<file path="config.mk">
export PLATFORM = sky130hd
export DESIGN_NAME = i2c_target
export DESIGN_NICKNAME = d
export VERILOG_FILES = /design/src/rtl/i2c_target.sv
export SDC_FILE = /design/constraint.sdc
export NUM_CORES = 1
export LEC_CHECK = 0
export CAP_MARGIN = 25
export CORE_ASPECT_RATIO = 0.9
export CORE_MARGIN = 10
export CORE_UTILIZATION = 50
export CTS_CLUSTER_DIAMETER = 30
export DETAILED_ROUTE_END_ITERATION = 16
export MAX_ROUTING_LAYER = met4
export PLACE_DENSITY_LB_ADDON = 0.12
export SYNTH_ARGS = -nofsm -noshare
export SYNTH_HDL_FRONTEND = slang
export SYNTH_SLANG_ARGS = --single-unit
</file>
<file path="constraint.sdc">
create_clock -name cpu_clock -period 4.4 [get_ports cpu_clock]
set_clock_uncertainty 0.15 [all_clocks]
set_input_delay 0.44 -clock cpu_clock [delete_from_list [all_inputs] [get_ports cpu_clock]]
set_output_delay 0.44 -clock cpu_clock [all_outputs]
set_load 0.1 [all_outputs]
</file>
<file path="src/rtl/i2c_target.sv">
// i2c_target: I2C target with a 16-byte buffer shared by receive and transmit, plus a CPU register map.
// Define I2C_TARGET_GLITCH_FILTER_EN to add a 3-sample level filter behind the SCL/SDA synchronizers.
module i2c_target #(
  parameter logic [15:0] DEVICE_ID      = 16'h0,
  parameter logic [7:0]  DEVICE_TYPE    = 8'hA,
  parameter logic [6:0]  TARGET_ADDRESS = 7'h42
) (
  input  logic        cpu_clock,
  input  logic        reset,
  input  logic        write_enable,
  input  logic        is_control,
  input  logic [7:0]  short_address,
  input  logic [15:0] cpu_data_in,
  output logic [15:0] cpu_data_out,
  input  logic        SCL_in,
  input  logic        SDA_in,
  output logic        SDA_out,
  output logic        SDA_enable
);
  localparam int unsigned BUF_BYTES = 16;
  localparam int unsigned PTR_W     = 5;

  typedef enum logic [2:0] {
    IDLE, ADDR, ADDR_ACK, RX_BYTE, RX_ACK, TX_BYTE, TX_ACK, IGNORE
  } state_t;

  state_t            state_q, state_d;
  logic [1:0]        scl_sync, sda_sync;
  logic              scl_lvl, sda_lvl, scl_prev, sda_prev;
  logic              scl_rise, scl_fall, start_det, stop_det;
  logic [7:0]        shift_q, rx_byte, tx_byte;
  logic [2:0]        bit_cnt;
  logic              ack_phase, ack_ok, sda_en_d;
  logic [PTR_W-1:0]  ptr_q, rx_count;
  logic              overflow, read_done, busy;
  logic [6:0]        own_addr, addr_active;
  logic [7:0]        buffer [BUF_BYTES];
  logic [2:0]        cpu_word;
  logic              cpu_is_buf;
  logic              unused_addr_bits;

  // Two-flop synchronizers, idle-high
  always_ff @(posedge cpu_clock) begin
    if (reset) begin
      scl_sync <= 2'b11;
      sda_sync <= 2'b11;
    end else begin
      scl_sync <= {scl_sync[0], SCL_in};
      sda_sync <= {sda_sync[0], SDA_in};
    end
  end

`ifdef I2C_TARGET_GLITCH_FILTER_EN
  logic [1:0] scl_hist, sda_hist;
  // A level is accepted only once three consecutive samples agree
  always_ff @(posedge cpu_clock) begin
    if (reset) begin
      scl_hist <= 2'b11;
      sda_hist <= 2'b11;
      scl_lvl  <= 1'b1;
      sda_lvl  <= 1'b1;
    end else begin
      scl_hist <= {scl_hist[0], scl_sync[1]};
      sda_hist <= {sda_hist[0], sda_sync[1]};
      if (scl_sync[1] == scl_hist[0] && scl_hist[0] == scl_hist[1]) scl_lvl <= scl_sync[1];
      if (sda_sync[1] == sda_hist[0] && sda_hist[0] == sda_hist[1]) sda_lvl <= sda_sync[1];
    end
  end
`else
  assign scl_lvl = scl_sync[1];
  assign sda_lvl = sda_sync[1];
`endif

  always_ff @(posedge cpu_clock) begin
    if (reset) begin
      scl_prev <= 1'b1;
      sda_prev <= 1'b1;
    end else begin
      scl_prev <= scl_lvl;
      sda_prev <= sda_lvl;
    end
  end

  assign scl_rise   = scl_lvl & ~scl_prev;
  assign scl_fall   = ~scl_lvl & scl_prev;
  assign start_det  = scl_lvl & scl_prev & sda_prev & ~sda_lvl;
  assign stop_det   = scl_lvl & scl_prev & ~sda_prev & sda_lvl;
  assign rx_byte    = {shift_q[6:0], sda_lvl};
  assign tx_byte    = buffer[ptr_q[3:0]];
  assign busy       = (state_q != IDLE);
  assign cpu_word   = 3'(short_address[3:0] - 4'd4);
  assign cpu_is_buf = (short_address[3:2] == 2'b01) || (short_address[3:2] == 2'b10);
  assign unused_addr_bits = ^short_address[7:4];

  // State register and registered bus outputs
  always_ff @(posedge cpu_clock) begin
    if (reset) begin
      state_q    <= IDLE;
      SDA_enable <= 1'b0;
      SDA_out    <= 1'b0;
    end else begin
      state_q    <= state_d;
      SDA_enable <= sda_en_d;
      SDA_out    <= 1'b0;
    end
  end

  // Next-state logic; START and STOP override every state
  always_comb begin
    state_d = state_q;
    if (start_det) begin
      state_d = ADDR;
    end else if (stop_det) begin
      state_d = IDLE;
    end else begin
      case (state_q)
        ADDR:     if (scl_rise && bit_cnt == 3'd7)
                    state_d = (rx_byte[7:1] == addr_active) ? ADDR_ACK : IGNORE;
        ADDR_ACK: if (scl_fall && ack_phase) state_d = shift_q[0] ? TX_BYTE : RX_BYTE;
        RX_BYTE:  if (scl_rise && bit_cnt == 3'd7) state_d = RX_ACK;
        RX_ACK:   if (scl_fall && ack_phase) state_d = RX_BYTE;
        TX_BYTE:  if (scl_fall && bit_cnt == 3'd7) state_d = TX_ACK;
        TX_ACK: begin
          if (scl_rise && sda_lvl) state_d = IGNORE;
          else if (scl_fall && ack_phase) state_d = TX_BYTE;
        end
        default: state_d = state_q;
      endcase
    end
  end

  // SDA drive decision; only SCL falling may assert or release it (START/STOP release)
  always_comb begin
    sda_en_d = SDA_enable;
    if (start_det || stop_det) begin
      sda_en_d = 1'b0;
    end else if (scl_fall) begin
      case (state_q)
        ADDR_ACK: sda_en_d = !ack_phase ? 1'b1 : (shift_q[0] & ~tx_byte[7]);
        RX_ACK:   sda_en_d = !ack_phase & ack_ok;
        TX_BYTE:  sda_en_d = (bit_cnt == 3'd7) ? 1'b0 : ~shift_q[6];
        TX_ACK:   sda_en_d = ack_phase & ~tx_byte[7];
        default:  sda_en_d = 1'b0;
      endcase
    end
  end

  // Datapath: CPU writes first so a same-cycle bus store to the same byte wins.
  // ack_phase: in *_ACK of address/rx it marks the drive half; in TX_ACK it marks an ACK received.
  always_ff @(posedge cpu_clock) begin
    if (reset) begin
      shift_q     <= '0;
      bit_cnt     <= '0;
      ack_phase   <= 1'b0;
      ack_ok      <= 1'b0;
      ptr_q       <= '0;
      rx_count    <= '0;
      overflow    <= 1'b0;
      read_done   <= 1'b0;
      own_addr    <= TARGET_ADDRESS;
      addr_active <= TARGET_ADDRESS;
      buffer      <= '{default: '0};
    end else begin
      if (write_enable && is_control) begin
        if (short_address[3:0] == 4'd2) own_addr <= cpu_data_in[6:0];
        if (short_address[3:0] == 4'd3) begin
          rx_count  <= '0;
          overflow  <= 1'b0;
          read_done <= 1'b0;
        end
        if (cpu_is_buf) begin
          buffer[{cpu_word, 1'b0}] <= cpu_data_in[7:0];
          buffer[{cpu_word, 1'b1}] <= cpu_data_in[15:8];
        end
      end
      if (start_det) begin
        ptr_q       <= '0;
        bit_cnt     <= '0;
        ack_phase   <= 1'b0;
        addr_active <= own_addr;
      end else if (stop_det) begin
        bit_cnt   <= '0;
        ack_phase <= 1'b0;
      end else begin
        case (state_q)
          ADDR, RX_BYTE: if (scl_rise) begin
            shift_q <= rx_byte;
            bit_cnt <= bit_cnt + 3'd1;
            if (state_q == RX_BYTE && bit_cnt == 3'd7) begin
              if (ptr_q < PTR_W'(BUF_BYTES)) begin
                buffer[ptr_q[3:0]] <= rx_byte;
                ptr_q    <= ptr_q + PTR_W'(1);
                rx_count <= ptr_q + PTR_W'(1);
                ack_ok   <= 1'b1;
              end else begin
                overflow <= 1'b1;
                ack_ok   <= 1'b0;
              end
            end
          end
          ADDR_ACK, RX_ACK: if (scl_fall) begin
            if (!ack_phase) begin
              ack_phase <= 1'b1;
            end else begin
              ack_phase <= 1'b0;
              bit_cnt   <= '0;
              if (state_q == ADDR_ACK && shift_q[0]) shift_q <= tx_byte;
            end
          end
          TX_BYTE: if (scl_fall) begin
            shift_q <= {shift_q[6:0], 1'b0};
            bit_cnt <= bit_cnt + 3'd1;
          end
          TX_ACK: begin
            if (scl_rise) begin
              if (!sda_lvl) begin
                ack_phase <= 1'b1;
                ptr_q     <= {1'b0, ptr_q[3:0] + 4'd1};
              end else begin
                read_done <= 1'b1;
              end
            end else if (scl_fall && ack_phase) begin
              ack_phase <= 1'b0;
              bit_cnt   <= '0;
              shift_q   <= tx_byte;
            end
          end
          default: ;
        endcase
      end
    end
  end

  // Zero-latency register read mux
  always_comb begin
    cpu_data_out = 16'h0;
    if (is_control) begin
      case (short_address[3:0])
        4'd0: cpu_data_out = DEVICE_ID;
        4'd1: cpu_data_out = {8'h0, DEVICE_TYPE};
        4'd2: cpu_data_out = {9'h0, own_addr};
        4'd3: cpu_data_out = {5'h0, read_done, overflow, busy, 3'h0, rx_count};
        default:
          if (cpu_is_buf) cpu_data_out = {buffer[{cpu_word, 1'b1}], buffer[{cpu_word, 1'b0}]};
      endcase
    end
  end
endmodule

</file>
* After elaboration in Yosys (flattened, before gate mapping)
Cells that the tools add are included.
** Word-level totals
- Memory bits (writable) :: 0
- ROM bits :: 0
- Output and inout bits :: 18
- Memories kept :: 0
- Bits in registers :: 176
- Bits in latches :: 0
** Cells by class
- Reductions and logical operators :: 33
- Shifts and indexed selects :: 0
- Bitwise operators :: 21
- $mul :: 0
- Add/sub/neg operators :: 4
- Mux-type cells :: 96
- Div/mod/pow operators :: 0
- Order comparisons :: 7
- Eq/ne operators :: 38
** Operator list (number)
- two-way mux 128 bit :: 9
- bitwise mux 128 bit :: 3
- binary-select mux 8 bit (select 4 bit) :: 3
- demux 8 bit (select 4 bit) :: 3
- two-way mux 8 bit :: 9
- two-way mux 5 bit :: 13
- one-hot mux 16 bit (4 select lines) :: 1
- two-way mux 7 bit :: 7
- two-way mux 3 bit :: 15
- two-way mux 16 bit :: 2
- != test 2 bit (second input constant) :: 15
- one-hot mux 7 bit (4 select lines) :: 1
- AND reduction 7 bit :: 4
- two-way mux 1 bit :: 25
- one-hot mux 3 bit (6 select lines) :: 1
- != test 4 bit (second input constant) :: 4
- >= comparator 5 bit (second input constant) :: 3
- < comparator 5 x 1 -> 1 bit (second input constant) :: 3
- NOT 4 -> 5 bit :: 3
- equality test 3 bit (second input constant) :: 4
- one-hot mux 3 bit (4 select lines) :: 1
- bitwise AND 1 bit :: 10
- logical AND 1 bit :: 10
- one-hot mux 5 bit (2 select lines) :: 1
- 33 further kinds :: 49

* Logic depth before layout (Yosys ltp)
Gate-level depths: netlist of run 1.
- Depth in word-level cells :: 18
- Gate-level depth with buffers :: 10
- Depth with buffers taken out :: 7

* Least setup slack after synthesis of run 1
No wires, ideal clock.
- Path kind :: input-to-output
- Start :: input short_address[2]
- End :: output cpu_data_out[10]
- Slack :: 0.076 ns
- Data arrival time :: 3.734 ns
- Stages :: 6
- Path through :: clkbuf_1 > inv_1 > buf_1 > ha_1 > nand3b_1 > o21ai_0
** Between the ends
- Word-level cells in the longest chain between the ends :: 8
- Elaborated cells on any way between the ends :: 15
- Those cells by class :: add/sub (1); eq/ne (5); mux (6); bitwise (1); reduce/logical (2)
** RTL lines
- start: declaration :: line 12 : input logic [7:0] short_address,
- subtractor 3 bit :: line 91 : assign cpu_word = 3'(short_address[3:0] - 4'd4);
- NOT 4 -> 5 bit (implied by the code) :: line 244 : if (cpu_is_buf) cpu_data_out = {buffer[{cpu_word, 1'b1}], buffer[{cpu_word, 1'b0}]};
- binary-select mux 8 bit (select 4 bit) :: line 244
- two-way mux 8 bit (implied by the code) (2 in series) :: line 244
- two-way mux 16 bit :: line 244
- one-hot mux 16 bit (4 select lines) * :: line 238 : case (short_address[3:0])
- two-way mux 16 bit * :: line 237 : if (is_control) begin
- end: declaration :: line 14 : output logic [15:0] cpu_data_out,
Every way passes the cells marked *; elsewhere a longest branch is shown, timed or not. The select of a mux whose other input is x is not followed.

* Worst setup path after layout of run 1
- Start :: register state_q[0]
- End :: register buffer[103] in the netlist's numbering
** Between the ends
- Word-level cells in the longest chain between the ends :: 7
- Elaborated cells on any way between the ends :: 9
- Those cells by class :: eq/ne (2); mux (5); reduce/logical (2)
** RTL lines
- start: declaration :: line 27 : state_t state_q, state_d;
- start signal: assignment :: line 102 : state_q <= state_d;
- equality test 3 x 2 -> 1 bit :: line 185, 189
- logical AND 1 bit :: line 189 : if (state_q == RX_BYTE && bit_cnt == 3'd7) begin
- two-way mux 128 bit :: line 189
- two-way mux 128 bit :: line 186 : ADDR, RX_BYTE: if (scl_rise) begin
- two-way mux 128 bit * :: line 185 : case (state_q)
- two-way mux 128 bit * :: line 181 : end else if (stop_det) begin
- two-way mux 128 bit * :: line 176 : if (start_det) begin
- end signal: indexed assignment :: line 172 : buffer[{cpu_word, 1'b0}] <= cpu_data_in[7:0];
- end signal: indexed assignment :: line 173 : buffer[{cpu_word, 1'b1}] <= cpu_data_in[15:8];
- end signal: indexed assignment :: line 191 : buffer[ptr_q[3:0]] <= rx_byte;
- end: declaration :: line 37 : logic [7:0] buffer [BUF_BYTES];
Every way passes the cells marked *; elsewhere a longest branch is shown, timed or not.
A chain may end at the register's enable or synchronous reset.

==> impl_results.md, run 1 <==
* Status: completed
* Syn Std Cell Area at 10400 sq um
* Syn Area/Cell at 9.48 sq um
* GRT overflow at 0
* Clock-pin transition on the worst setup and hold timing paths at 70 ps
* Layout area overhead at 12.0%
* Max-slew headroom at 31.0%
* Row count at 49
* Via density at 6.67
* Cell area after layout at 11600 sq um
* DRC violations left at 0
* Core area at 20200 sq um
* Yosys cell types at 60
* Pwr dens at 300 nW/um^2
* Hold Crit Class: register to register
* Post-synth EDFFs at 0
* Worst Max-Slew Pin Slew at 1030 ps
* Die height at 157 um
* Register-to-Register Path Depth at 5
* Port bufs at 42
* Placed Area at 11000 sq um
* Dpl hpwl at 23.0 mm
* Pre-CTS setup slack at 1000 ps
* Primary FF master, synth: dfxtp_1
* Pleak at 0.00415 uW
* RSZ-0062 raised after global routing: false
* Maximum clock path buffer count at 2
* R2R Path Start: state_q[0]
* Die area at 27000 sq um
* Synth warn at 0
* Max Clock Freq at 290 MHz
* First-pass GRT wire length at 54.0 mm
* Worst r2r dst: buffer[103]
* Vias at 8963
* Die X at 172 um
* Arr. time, crit path at 3620 ps
* TritonCTS clock tree: yes
* Worst hold stages at 1
* Critical Path Sink Type: register
* DRT antenna net count at 0
* Final hold vios at 0
* Final setup fails at 0
* Setup TNS at 0 ps
* Hold EP: sda_sync[1]
* Register area at 3530 sq um
* R2R setup slack at 950 ps
* Area occupied by multi-input gates at 6300 sq um
* Layout cells sized above 1 at 14.7%
* Initial drt markers at 977
* Period utilization at 78.3%
* Initial antenna violation count at 2
* Hold Buf Count CTS at 0
* Max_cap viols at 0
* Placer Congestion at 0.879
* Final WL at 35.5 mm
* Drt first pass iters at 6
* Final-stage net count at 1109
* CP Launch Type: register
* Setup fix buffers added after clock tree synthesis at 0
* Post-CTS resize count at 0
* Peak supply drop at 240 uV
* Tmin final at 3450 ps
* Ys async rst share at 0%
* GR Util All Layers at 27.2%
* Fill count at 1793
* CP required at 4570 ps
* Most frequent cells in the layout: 175 x mux2i_1, 174 x dfxtp_1, 170 x nor2_1, 134 x a211oi_1, 53 x mux4_2
* Largest net degree at the start of global routing at 76
* Hold_ws at 262 ps
* Mapped Nets at 1134
* Crit Path Category: register to register
* Crit path max fanout at 22
* Max-slew violation count at 0
* Cts bufs inserted at 17
* Final worst setup slack at 954 ps
* Post-DR wirelength/cell at 26.4 um
* # H-tree levels at 4
* Clock root buffer: clkbuf_16
* Hold Crit Start: sda_sync[0]
* Clk_lat worst skew at 450 ps
* Initial core utilization at 51.4%
* Post-synthesis sequential area ratio at 33.9%
* Commonest non-fill, non-tap cell in the layout: mux2i_1
* Seq cells post-synth at 176
* Ports at 48
* Vias in the first global route at 8573
* CTS sink cnt at 176
* Syn Inst Count at 1097
[flip-flops by register name, summed over array words and instances (netlist names), 2 cells and up]
| name | count |
|---|---|
| bit_cnt | 3 |
| state_q | 3 |
| scl_sync | 2 |
| own_addr | 7 |
| addr_active | 7 |
| ptr_q | 5 |
| sda_sync | 2 |
| rx_count | 5 |
| buffer | 128 |
| shift_q | 7 |
[cell type report]
| type | instances | area share (%) |
|---|---|---|
| Clock inverter | 11 | 1.40 |
| Inverter | 10 | 0.322 |
| Antenna cell | 3 | 0.0645 |
| Multi-Input combinational cell | 793 | 54.1 |
| Tap cell | 255 | 2.74 |
| Timing Repair Buffer | 74 | 7.22 |
| Clock buffer | 21 | 3.87 |
| Sequential cell | 176 | 30.3 |
[cell usage after synthesis, drive strengths merged (8+ instances only)]
cell / number / area share (%)
o22ai: 8 / 0.48
nand2b: 8 / 0.55
nor2b: 19 / 1.1
xor2: 8 / 0.67
buf: 48 / 2.6
nand3b: 8 / 0.58
a21oi: 22 / 1.1
nand3: 31 / 1.5
nand2: 25 / 0.90
or2: 13 / 0.78
nor3: 14 / 0.67
clkbuf: 70 / 2.5
mux4: 54 / 12
nor2: 176 / 6.5
o21ai: 16 / 0.77
inv: 10 / 0.36
a211oi: 134 / 9.7
dfxtp: 176 / 34
mux2i: 175 / 17
[layer usage]
metal / up-vias / track usage [%] / part of all wire, %
li1: 4025 / - / -
met1: 4432 / 36.1 / 43
met2: 424 / 39.6 / 45
met3: 82 / 6.04 / 8.1
met4: 0 / 10.3 / 3.0
met5: - / - / 0
[logic make-up (layout without fill, tap and decap cells)]
group	count (synthesis)	after routing	synth area share (%)
simple gates	314	314	13.9
xor+xnor	14	14	1.18
other cells	1	4	0.0361
compound gates	226	226	15.9
buf+inv	128	116	5.52
mux	231	231	28.8
fa+ha+maj	7	7	0.842
flops	176	176	33.9
[metrics by stage]
stage               cells  utilization, %  power, uW
global route         1341            57.5       3560
global placement     1307            54.4       1880
floorplan            1097               -       1800
CTS                  1339            57.4       3490
detailed placement   1307            54.4       1880
finish               1343            57.6       3490
[worst max-delay path: stages, from the launching register on]
cell and delay (ps):
dfxtp_1 790, nand3b_1 180, nor2_1 630, buf_4 280, nand3_1 720, a211oi_1 560
[where the power goes]
part	switching (uW)	leakage (uW)	internal [uW]
clock	686	0.000305	964
sequential	13.7	0.00142	1610
combinational	142	0.00242	83.6
total	841	0.00415	2650
[how the worst max path moves through the flow]
| stage | start | endpoint |
|---|---|---|
| 6_report | state_q[0] | buffer[103] |
| 5_1_grt | state_q[0] | buffer[103] |
| 4_1_cts | state_q[0] | buffer[103] |
| 3_5_place_dp | short_address[2] | buffer[47] |
| 3_3_place_gp | short_address[2] | buffer[40] |
| 2_1_floorplan | short_address[2] | cpu_data_out[10] |
(Power assumes the default switching activity.)
==> run 2, diff against run 1 <==
==> constraint.sdc (replaced) <==
create_clock -name cpu_clock -period 3 [get_ports cpu_clock]
set_clock_uncertainty 0.15 [all_clocks]
set_input_delay 0.3 -clock cpu_clock [delete_from_list [all_inputs] [get_ports cpu_clock]]
set_output_delay 0.3 -clock cpu_clock [all_outputs]
set_load 0.1 [all_outputs]
==> run 2 against run 1 <==
Compared with the run above: critical path depth grew 1; critical path type is now input port to output pin; core utilization grew 1.7 points; wire length shrank 4.9%; largest cell class unchanged.
==> impl_results.md, run 2 (same netlist as run 1, synthesis figures left out) <==
* Worst r2r dst: buffer[3]
* Placer Congestion at 0.894
* Die area at 27000 sq um
* Most frequent cells in the layout: 175 x mux2i_1, 174 x dfxtp_1, 170 x nor2_1, 134 x a211oi_1, 61 x buf_4
* Cell area after layout at 12000 sq um
* Final setup fails at 0
* CP Launch Type: input port
* Clock-pin transition on the worst setup and hold timing paths at 70 ps
* Inst Count DP at 1344
* First-pass GRT wire length at 52.2 mm
* Max-slew headroom at 36.8%
* Fin cells at 1377
* Diode count at 0
* Hold EP: scl_sync[1]
* Core area at 20200 sq um
* Max-slew violation count at 0
* Crit Path Category: input port to output pin
* Final hold vios at 0
* R2R setup slack at 390 ps
* Final-stage net count at 1146
* Hold Crit Class: register to register
* Drt first pass iters at 5
* Layout cells sized above 1 at 17.8%
* GR Util All Layers at 25.9%
* Clock root buffer: clkbuf_16
* RSZ-0062 raised after global routing: false
* Grt met3 use at 4.25%
* Layout area overhead at 15.3%
* Arr. time, crit path at 2300 ps
* Vias at 8953
* CP Cell Sequence: buf_2, buf_4, mux4_2, mux2i_1, o21ai_1, buf_12
* Register area at 3530 sq um
* Setup fix buffers added after clock tree synthesis at 0
* Clk_lat worst skew at 450 ps
* Power after layout at 5080 uW
* Max Clock Freq at 364 MHz
* Initial core utilization at 51.4%
* Pwr dens at 423 nW/um^2
* Post-CTS resize count at 0
* Placed Area at 11400 sq um
* Fill count at 1744
* R2R Path Start: ptr_q[0]
* Tmin final at 2750 ps
* M2 GR Usage at 38.4%
* Period utilization at 91.7%
* Die X at 172 um
* Most used routing layer: met2
* Cts bufs inserted at 17
* CP required at 2550 ps
* Post-DR wirelength/cell at 24.5 um
* Area occupied by multi-input gates at 6300 sq um
* Worst Max-Slew Pin Slew at 942 ps
* Final Util at 59.3%
* TritonCTS clock tree: yes
* Row count at 49
* Slowest cell on crit path: mux4_2
* Ports at 48
* Top reg by flops: buffer
* Largest register FFs at 128
* Port bufs at 42
* DRC violations left at 0
* Via density at 6.50
* CP peak stage delay at 550 ps
* GRT overflow at 0
* Global Route met1 Usage at 34.0%
* DRT antenna net count at 0
* Die height at 157 um
* Maximum clock path buffer count at 2
* Dpl hpwl at 23.2 mm
* Initial antenna violation count at 0
* Status: completed
* Final WL at 33.7 mm
* Crit path from: short_address[0]
* Initial drt markers at 781
* Commonest non-fill, non-tap cell in the layout: mux2i_1
* Largest net degree at the start of global routing at 60
* # H-tree levels at 4
* Pleak at 0.00433 uW
* Worst hold stages at 1
* Max_cap viols at 0
* Crit path max fanout at 12
* Hold Crit Start: scl_sync[0]
* Vias in the first global route at 8717
* Peak supply drop at 315 uV
* Register-to-Register Path Depth at 6
* Critical Path Sink Type: output pin
* CTS sink cnt at 176
## run 2: final cells by class
class / instances / area share (%)
Clock inverter: 14 / 1.43
Inverter: 10 / 0.313
Sequential cell: 176 / 29.4
Timing Repair Buffer: 111 / 9.99
Tap cell: 255 / 2.66
Multi-Input combinational cell: 793 / 52.5
Clock buffer: 18 / 3.66
## run 2: where the power goes
group / switching (uW) / leakage, uW / internal [uW]
Clock: 1070 / 0.000298 / 1280
Sequential: 17.5 / 0.00142 / 2360
Combinational: 216 / 0.00262 / 138
## run 2: stage by stage
stage	setup WS, ps	setup TNS [ps]	hold slack (ps)
2_1_floorplan	-635	-7000	239
3_3_place_gp	324	0	247
3_5_place_dp	282	0	243
4_1_cts	260	0	259
5_1_grt	221	0	276
6_report	250	0	260
## run 2: per-layer routing
layer / up-vias / part of all wire, %
met2: 378 / 45
li1: 4098 / -
met1: 4389 / 44
met3: 88 / 6.5
met5: - / 0
met4: 0 / 4.2
## run 2: worst max-delay path by stage
stage | endpoint | cells after the start
2_1_floorplan | cpu_data_out[1] | 7
3_3_place_gp | cpu_data_out[10] | 6
3_5_place_dp | cpu_data_out[10] | 6
4_1_cts | cpu_data_out[10] | 6
5_1_grt | cpu_data_out[8] | 9
6_report | cpu_data_out[10] | 6
## run 2: worst max-delay path: cells and delay by family
| kind | cells | cell delay [ps] |
|---|---|---|
| buf+inv | 3 | 970 |
| compound gates | 1 | 150 |
| mux | 2 | 850 |
## run 2: repair_timing
item / 4_1_cts / 5_1_grt
hold buffers: 1 / 0
endpoints found under the hold margin: 5 / 0
endpoints found under the setup margin: 0 / 0
